File: src/rtl/cmp_pkg.sv
// Shared definitions for the serial magnitude comparator: FSM state encoding
// and the default operand width.
package cmp_pkg;

  localparam int CMP_DEFAULT_WIDTH = 8;

  typedef enum logic [1:0] {
    IDLE  = 2'd0,
    SHIFT = 2'd1,
    DONE  = 2'd2
  } state_t;

endpackage

File: src/rtl/OneBitComparator.sv
// Single-bit magnitude comparison cell; purely combinational, outputs one-hot.
module OneBitComparator (
  input  logic a,
  input  logic b,
  output logic g,
  output logic e,
  output logic l
);

  assign g = a & ~b;
  assign e = ~(a ^ b);
  assign l = ~a & b;

endmodule

File: src/rtl/serial_magnitude_comparator.sv
// Bit-serial WIDTH-bit magnitude comparator: walks operands MSB first through
// one OneBitComparator cell and stops at the first differing bit pair.
module serial_magnitude_comparator
  import cmp_pkg::*;
#(
  parameter int WIDTH = CMP_DEFAULT_WIDTH
) (
  input  logic             clk,
  input  logic             rst_n,
  input  logic             start,
  input  logic [WIDTH-1:0] a,
  input  logic [WIDTH-1:0] b,
  output logic             busy,
  output logic             done,
  output logic             g,
  output logic             e,
  output logic             l
);

  localparam int CNT_W = $clog2(WIDTH + 1);

  state_t             state_reg, state_next;
  logic [WIDTH-1:0]   sa_reg, sa_next;
  logic [WIDTH-1:0]   sb_reg, sb_next;
  logic [CNT_W-1:0]   cnt_reg, cnt_next;
  logic               g_reg, g_next;
  logic               e_reg, e_next;
  logic               l_reg, l_next;
  logic               bit_g, bit_e, bit_l;

  OneBitComparator u_bit_cmp (
    .g (bit_g),
    .e (bit_e),
    .l (bit_l),
    .a (sa_reg[WIDTH-1]),
    .b (sb_reg[WIDTH-1])
  );

  always_ff @(posedge clk or negedge rst_n) begin
    if (!rst_n) begin
      state_reg <= IDLE;
      sa_reg    <= '0;
      sb_reg    <= '0;
      cnt_reg   <= '0;
      g_reg     <= 1'b0;
      e_reg     <= 1'b0;
      l_reg     <= 1'b0;
    end else begin
      state_reg <= state_next;
      sa_reg    <= sa_next;
      sb_reg    <= sb_next;
      cnt_reg   <= cnt_next;
      g_reg     <= g_next;
      e_reg     <= e_next;
      l_reg     <= l_next;
    end
  end

  always_comb begin
    state_next = state_reg;
    sa_next    = sa_reg;
    sb_next    = sb_reg;
    cnt_next   = cnt_reg;
    g_next     = g_reg;
    e_next     = e_reg;
    l_next     = l_reg;

    case (state_reg)
      IDLE, DONE: begin
        if (start) begin
          sa_next    = a;
          sb_next    = b;
          cnt_next   = CNT_W'(WIDTH);
          g_next     = 1'b0;
          e_next     = 1'b0;
          l_next     = 1'b0;
          state_next = SHIFT;
        end else begin
          state_next = IDLE;
        end
      end

      SHIFT: begin
        if (bit_g || bit_l) begin
          // First differing bit decides the whole comparison.
          g_next     = bit_g;
          l_next     = bit_l;
          e_next     = 1'b0;
          state_next = DONE;
        end else if (cnt_reg == CNT_W'(1)) begin
          g_next     = 1'b0;
          l_next     = 1'b0;
          e_next     = bit_e;
          state_next = DONE;
        end else begin
          sa_next  = sa_reg << 1;
          sb_next  = sb_reg << 1;
          cnt_next = cnt_reg - CNT_W'(1);
        end
      end

      default: state_next = IDLE;
    endcase
  end

  assign busy = (state_reg == SHIFT);
  assign done = (state_reg == DONE);
  assign g    = g_reg;
  assign e    = e_reg;
  assign l    = l_reg;

endmodule

File: config.mk
export PLATFORM = sky130hd
export DESIGN_NAME = serial_magnitude_comparator
export DESIGN_NICKNAME = d
export VERILOG_FILES = /design/src/rtl/cmp_pkg.sv /design/src/rtl/OneBitComparator.sv /design/src/rtl/serial_magnitude_comparator.sv
export SDC_FILE = /design/constraint.sdc
export NUM_CORES = 1
export LEC_CHECK = 0
export CELL_PAD_IN_SITES_DETAIL_PLACEMENT = 0
export CELL_PAD_IN_SITES_GLOBAL_PLACEMENT = 1
export CORE_MARGIN = 2
export CORE_UTILIZATION = 35
export DETAILED_ROUTE_END_ITERATION = 8
export GPL_TIMING_DRIVEN = 0
export PLACE_DENSITY = 0.69
export SLEW_MARGIN = 10
export SYNTH_ARGS = -nofsm -noshare
export SYNTH_HDL_FRONTEND = slang
export SYNTH_SLANG_ARGS = --single-unit
File: constraint.sdc
create_clock -name clk -period 4.9 [get_ports clk]
set_input_delay 0.98 -clock clk [delete_from_list [all_inputs] [get_ports clk]]
set_output_delay 0.98 -clock clk [all_outputs]
set_load 0.1 [all_outputs]
==> results of run 1 <==
-- layer usage --
metal  wire length [um]  up-vias  GRT usage (%)
met5                  0        -              0
met4                 26        0           3.83
met3                 62        4           2.04
met2               1240       11           22.8
met1               1080      422           14.7
li1                   -      409              -
-- power breakdown --
group	total, W	internal [W]	switching (W)
Clock	0.000121	0.0000581	0.0000628
Sequential	0.000365	0.000303	0.0000625
Combinational	0.000641	0.000324	0.000317
Total	0.00113	0.000685	0.000442
-- worst max-delay path: stages, from the launching register on --
cell and delay (ns):
dfrtp_1 0.45, nor2b_4 0.18, buf_6 0.13, buf_6 0.18, buf_6 0.17, clkdlybuf4s50_1 1.14
-- through the flow --
stage	util (%)	hold slack, ns	power [W]
6_report	45.7	0.512	0.00113
4_1_cts	45.9	0.514	0.00115
5_1_grt	45.7	0.534	0.00122
2_1_floorplan	-	0.475	0.000889
3_5_place_dp	44.6	0.494	0.00102
3_3_place_gp	44.6	0.485	0.00101
-- path summary, 6_finish.rpt --
| kind | from | endpoint | slack (ns) | cells past startpoint |
|---|---|---|---|---|
| max | state_reg[0]$_DFFE_PN0P_ | busy | 1.41 | 5 |
| min | sa_reg[1]$_DFFE_PN0P_ | sa_reg[1]$_DFFE_PN0P_ | 0.51 | 1 |
| max reg2reg | sb_reg[7]$_DFFE_PN0P_ | sb_reg[5]$_DFFE_PN0P_ | 2.89 | 6 |
| min reg2reg | sa_reg[1]$_DFFE_PN0P_ | sa_reg[1]$_DFFE_PN0P_ | 0.51 | 1 |
| max in group asynchronous | rst_n | sb_reg[2]$_DFFE_PN0P_ | 3.83 | 1 |
| min in group asynchronous | rst_n | sb_reg[7]$_DFFE_PN0P_ | 0.70 | 1 |
-- area by class of cell --
type,count,area share (%)
Inverter,6,1.34
Buffer,4,2.67
Timing Repair Buffer,23,13.4
Clock buffer,4,2.67
Tap cell,48,3.56
Sequential cell,25,37.1
Multi-Input combinational cell,66,39.3
-- kinds of logic after synthesis --
group                      after synthesis  synth area share (%)
DFF                                     25                  46.1
muxes                                   31                  27.9
adders and majority gates                4                  3.69
and+or+nand+nor                         23                  11.9
buffers and inverters                   10                  4.98
AOI/OAI and AO/OA                        8                  5.44
-- synthesized netlist by cell type (2+ instances only) --
library cell	number
dfrtp_1	25
nand3b_1	3
nand3_1	4
buf_6	4
nand4_1	2
o21ai_0	3
mux2_4	10
mux2_2	14
mux2i_1	7
nand2_1	5
inv_1	6
ha_1	4
==> impl_results.md, run 1 <==
- Overall Global Routing Usage: roughly an eighth
- Period Utilization, post-route: 71.3%
- Routed WL: around 2400 um
- Die width: between 60 and 70 um
- Initial antenna violation count: 0
- Initial core utilization: 36.8%
- First-pass GRT wire length: around 4200 um
- Die Ht: about 66 um
- Crit path max fanout: 10
- Via-to-Cell Ratio: just under 5
- Fin. Hold Viols: 0
- CP required: around 4 ns
- CTS Sinks: 25
- Worst ir drop on vdd: ~0.00030 V
- Fin crit period: about 3.5 ns
- Multi-input logic area: approximately 660 sq um
- CTS buffer count: 3
- IO Count: 24
- Run status: complete, no violations
- Most common flop cell mapped by yosys: dfrtp_1
- Share of cells above drive strength 1: a little under a third
- IO Port Bufs: 23
- Highest-count cells in the layout ignoring fill and taps: dfrtp_1, clkdlybuf4s50_1, mux2_2
- Final instance area: roughly 0.0017 sq mm
- N_diodes: 0
- Final ANT Viol Nets: 0
- Synthesis Warnings: 0
- Final Setup Violations: 0
- Clock Pin Slew Worst Setup and Hold Paths: about 0.080 ns
- Setup TNS: 0 ns
- Drt initial violations: 43
- Syn Nets: between 100 and 150
- RSZ-0062 raised after global routing: false
- Most common cell after layout, fill and taps aside: dfrtp_1
- Cell area after synthesis: around 0.0014 sq mm
- Leak: between 0.7 and 0.8 nW
- Distinct cells, synth: 26
- Max Slew Vio Count: 0
- EDFF count, synth: 0
- Synth top area share: between 40% and 50%
- Clock Path Buffers: 2
- First-pass detailed-route iteration total: 2
- Synthesized instance count: slightly above 100
- Arrival @ worst endpoint: between 2 and 3 ns
- Vias in the first global route: ~940
- Hold buffer count at cts: 0
- Slew headroom: a little over a third
- Number of setup buffers added after CTS: 0
- Post-Place Setup Slack: roughly 1.7 ns
- Pwr per Cell Area: ~670 mW/mm^2
- Crit end category: output port
- Seq. cell area: 626 sq um
- Worst-Margin Slew: 0.966 ns
- Num rows: 22
- Vias: approximately 850
- CTS tree: yes
- Gpl congestion: 0.652
- Area delta synth->final: 24.4%
- Synth area leader: dfrtp_1
- Async set-reset flop share out of synthesis: between 90% and 100%
- FMAX: approximately 0.29 GHz
- Setup Skew: between 0.003 and 0.004 ns
- Flop and latch count out of synthesis: 25
- Routed WL per cell: approximately 14 um
- Largest net degree at the start of global routing: 26
- Max-cap violation count: 0
- Core area: between 0.003 and 0.004 sq mm
- DIE AREA: 0.00439 sq mm
- Total gr overflow: 0
- Setup ws final: ~1.4 ns
- Post-cts sizing count: 0
- Htree depth: 1
- Root Driver: clkbuf_8
- Crit path launch type: flop
- Drc violations: 0
- Largest cells by area after synthesis: dfrtp_1, mux2_2, mux2_4
- Post-Place Cells: roughly 170
- Finished Layout Cells: between 150 and 200
- Clock Latency Late Sink: approximately 0.26 ns
- Hold WC Path Type: flop to flop
- Total placed instance area: about 0.0016 sq mm
- Detailed placement HPWL: roughly 1700 um
- Register area share after synthesis: 46.1%
- Nets: 152
- CP Class: flop to output port
- Fill cell count: about 380
- Avg Cell Area, Syn: 13.4 sq um
No activity file was read; power rests on OpenSTA's default activity.
==> run 2, diff against run 1 <==
--- a/config.mk
+++ b/config.mk
@@ -11,7 +11,7 @@
 export CORE_UTILIZATION = 35
 export DETAILED_ROUTE_END_ITERATION = 8
 export GPL_TIMING_DRIVEN = 0
-export PLACE_DENSITY = 0.69
+export PLACE_DENSITY = 0.72
 export SLEW_MARGIN = 10
 export SYNTH_ARGS = -nofsm -noshare
 export SYNTH_HDL_FRONTEND = slang
==> constraint.sdc (replaced) <==
create_clock -name clk -period 3.2 [get_ports clk]
set_input_delay 0.64 -clock clk [delete_from_list [all_inputs] [get_ports clk]]
set_output_delay 0.64 -clock clk [all_outputs]
set_load 0.1 [all_outputs]
==> impl_results.md, run 2 (synthesized netlist as in run 1, its figures left out) <==
- Crit path max fanout: 10
- Area delta synth->final: 24.5%
- Comb pwr share: 56.9%
- Die Ht: 66.3 um
- CTS tree: yes
- Fin. Hold Viols: 0
- Detailed placement HPWL: about 1800 um
- Initial core utilization: between 30% and 40%
- Worst-Margin Slew: around 0.97 ns
- WHS: about 0.35 ns
- First-pass GRT wire length: 4200 um
- Nets: around 150
- Max incr delay on CP: about 0.75 ns
- M1 WL: between 1000 and 1500 um
- CTS buffer count: 3
- Die width: approximately 66 um
- Root Driver: clkbuf_8
- Max-cap violation count: 0
- Post-Place Setup Slack: around 0.32 ns
- Pint: 0.00105 W
- Num rows: 22
- Leak: approximately 0.75 nW
- First-pass detailed-route iteration total: 4
- Drt initial violations: 18
- Htree depth: 1
- Largest net degree at the start of global routing: 26
- Clock Path Buffers: 2
- Share of cells above drive strength 1: a little under a third
- Gpl congestion: 0.731
- Crit path launch type: flop
- Run status: complete, no violations
- FMAX: 0.361 GHz
- Critical path's slowest cell: dlymetal6s2s_1
- Pwr per Cell Area: just over 1000 mW/mm^2
- Routed WL: about 2500 um
- Psw: 0.000686 W
- Clock Latency Late Sink: 0.27 ns
- Period Utilization, post-route: between 80 and 90%
- Tot Pwr: 0.00174 W
- Sw frac: between 30% and 40%
- Clock Pin Slew Worst Setup and Hold Paths: about 0.090 ns
- Final Setup Violations: 0
- Post-Place Cells: approximately 170
- CP required: around 2.6 ns
- Sequential Power Share: approximately 32%
- Crit end category: output port
- Met2 wire len: roughly 1200 um
- Fin crit period: 2.77 ns
- Clock power frac: 10.8%
- DIE AREA: ~0.0044 sq mm
- CTS Sinks: 25
- Max Slew Vio Count: 0
- Vias in the first global route: between 800 and 900
- CP Class: flop to output port
- CP dominant cell by count: buf_6
- Via-to-Cell Ratio: 4.77
- Vias: roughly 840
- Overall Global Routing Usage: around 13%
- Number of setup buffers added after CTS: 0
- Crit path buffers/inverters: 4
- Highest-count cells in the layout ignoring fill and taps: dfrtp_1, clkdlybuf4s50_1, mux2_2
- Hold buffer count at cts: 0
- IO Port Bufs: 23
- Worst ir drop on vdd: ~0.00044 V
- N_diodes: 0
- Total gr overflow: 0
- Most common cell after layout, fill and taps aside: dfrtp_1
- Critical-path cell list: nor2b_4 -> buf_6 -> buf_6 -> buf_6 -> dlymetal6s2s_1
- Setup Skew: between 0.002 and 0.003 ns
- Arrival @ worst endpoint: around 2.1 ns
- Routed WL per cell: ~14 um
- Routed met3 length: approximately 110 um
- Core area: around 0.0037 sq mm
- CP delay by family, top: buffers and inverters
- Initial antenna violation count: 0
- Finished Layout Cells: 176
- Slew headroom: between 30 and 40%
- Drc violations: 0
- Uppermost routed layer: met4
- IO Count: 24
- Hold WC Path Type: input pin to asynchronous set/reset pin
- RSZ-0062 raised after global routing: false
- Post-cts sizing count: 0
- Final ANT Viol Nets: 0
- Setup TNS: 0 ns
- Setup ws final: 0.432 ns
[run 2: cell type report]
type | count | area [sq um]
Buffer | 4 | 45.0
Clock buffer | 4 | 45.0
Fill cell | 366 | 2000
Inverter | 6 | 22.5
Multi-Input combinational cell | 66 | 663
Sequential cell | 25 | 626
Tap cell | 48 | 60.1
Timing Repair Buffer | 23 | 228
[run 2: worst paths after layout]
path,start,endpoint,slack (ns),cells after the start
max in group asynchronous,rst_n,sb_reg[0]$_DFFE_PN0P_,2.49,1
max reg2reg,sb_reg[7]$_DFFE_PN0P_,sb_reg[5]$_DFFE_PN0P_,1.16,6
max,state_reg[0]$_DFFE_PN0P_,busy,0.43,5
min in group clk,sa_reg[6]$_DFFE_PN0P_,sa_reg[6]$_DFFE_PN0P_,0.51,1
min reg2reg,sa_reg[6]$_DFFE_PN0P_,sa_reg[6]$_DFFE_PN0P_,0.51,1
min,rst_n,sa_reg[7]$_DFFE_PN0P_,0.35,1
[run 2: metal layers]
metal	GRT usage, %	up-vias
li1	-	408
met1	17.6	408
met2	19.5	18
met3	2.39	5
met4	5.10	0
met5	0	-
[run 2: power by group through the flow]
stage,Sequential [W],Combinational [W],Clock [W]
2_1_floorplan,0.000609,0.000752,0
3_3_place_gp,0.000560,0.000982,0
3_5_place_dp,0.000568,0.00100,0
4_1_cts,0.000562,0.00100,0.000193
5_1_grt,0.000581,0.00107,0.000209
6_report,0.000560,0.000988,0.000188
[run 2: metrics by stage]
step                cell area (sq um)  utilization, %
floorplan                        1360               -
global placement                 1650            44.6
detailed placement               1650            44.6
CTS                              1690            45.9
global route                     1690            45.8
finish                           1690            45.8
==> run 3, diff against run 2 <==
--- a/config.mk
+++ b/config.mk
@@ -5,6 +5,7 @@
 export SDC_FILE = /design/constraint.sdc
 export NUM_CORES = 1
 export LEC_CHECK = 0
+export CAP_MARGIN = 15
 export CELL_PAD_IN_SITES_DETAIL_PLACEMENT = 0
 export CELL_PAD_IN_SITES_GLOBAL_PLACEMENT = 1
 export CORE_MARGIN = 2
==> results of run 3 <==
Final layout, timing and power as in run 2 (identical DEF).
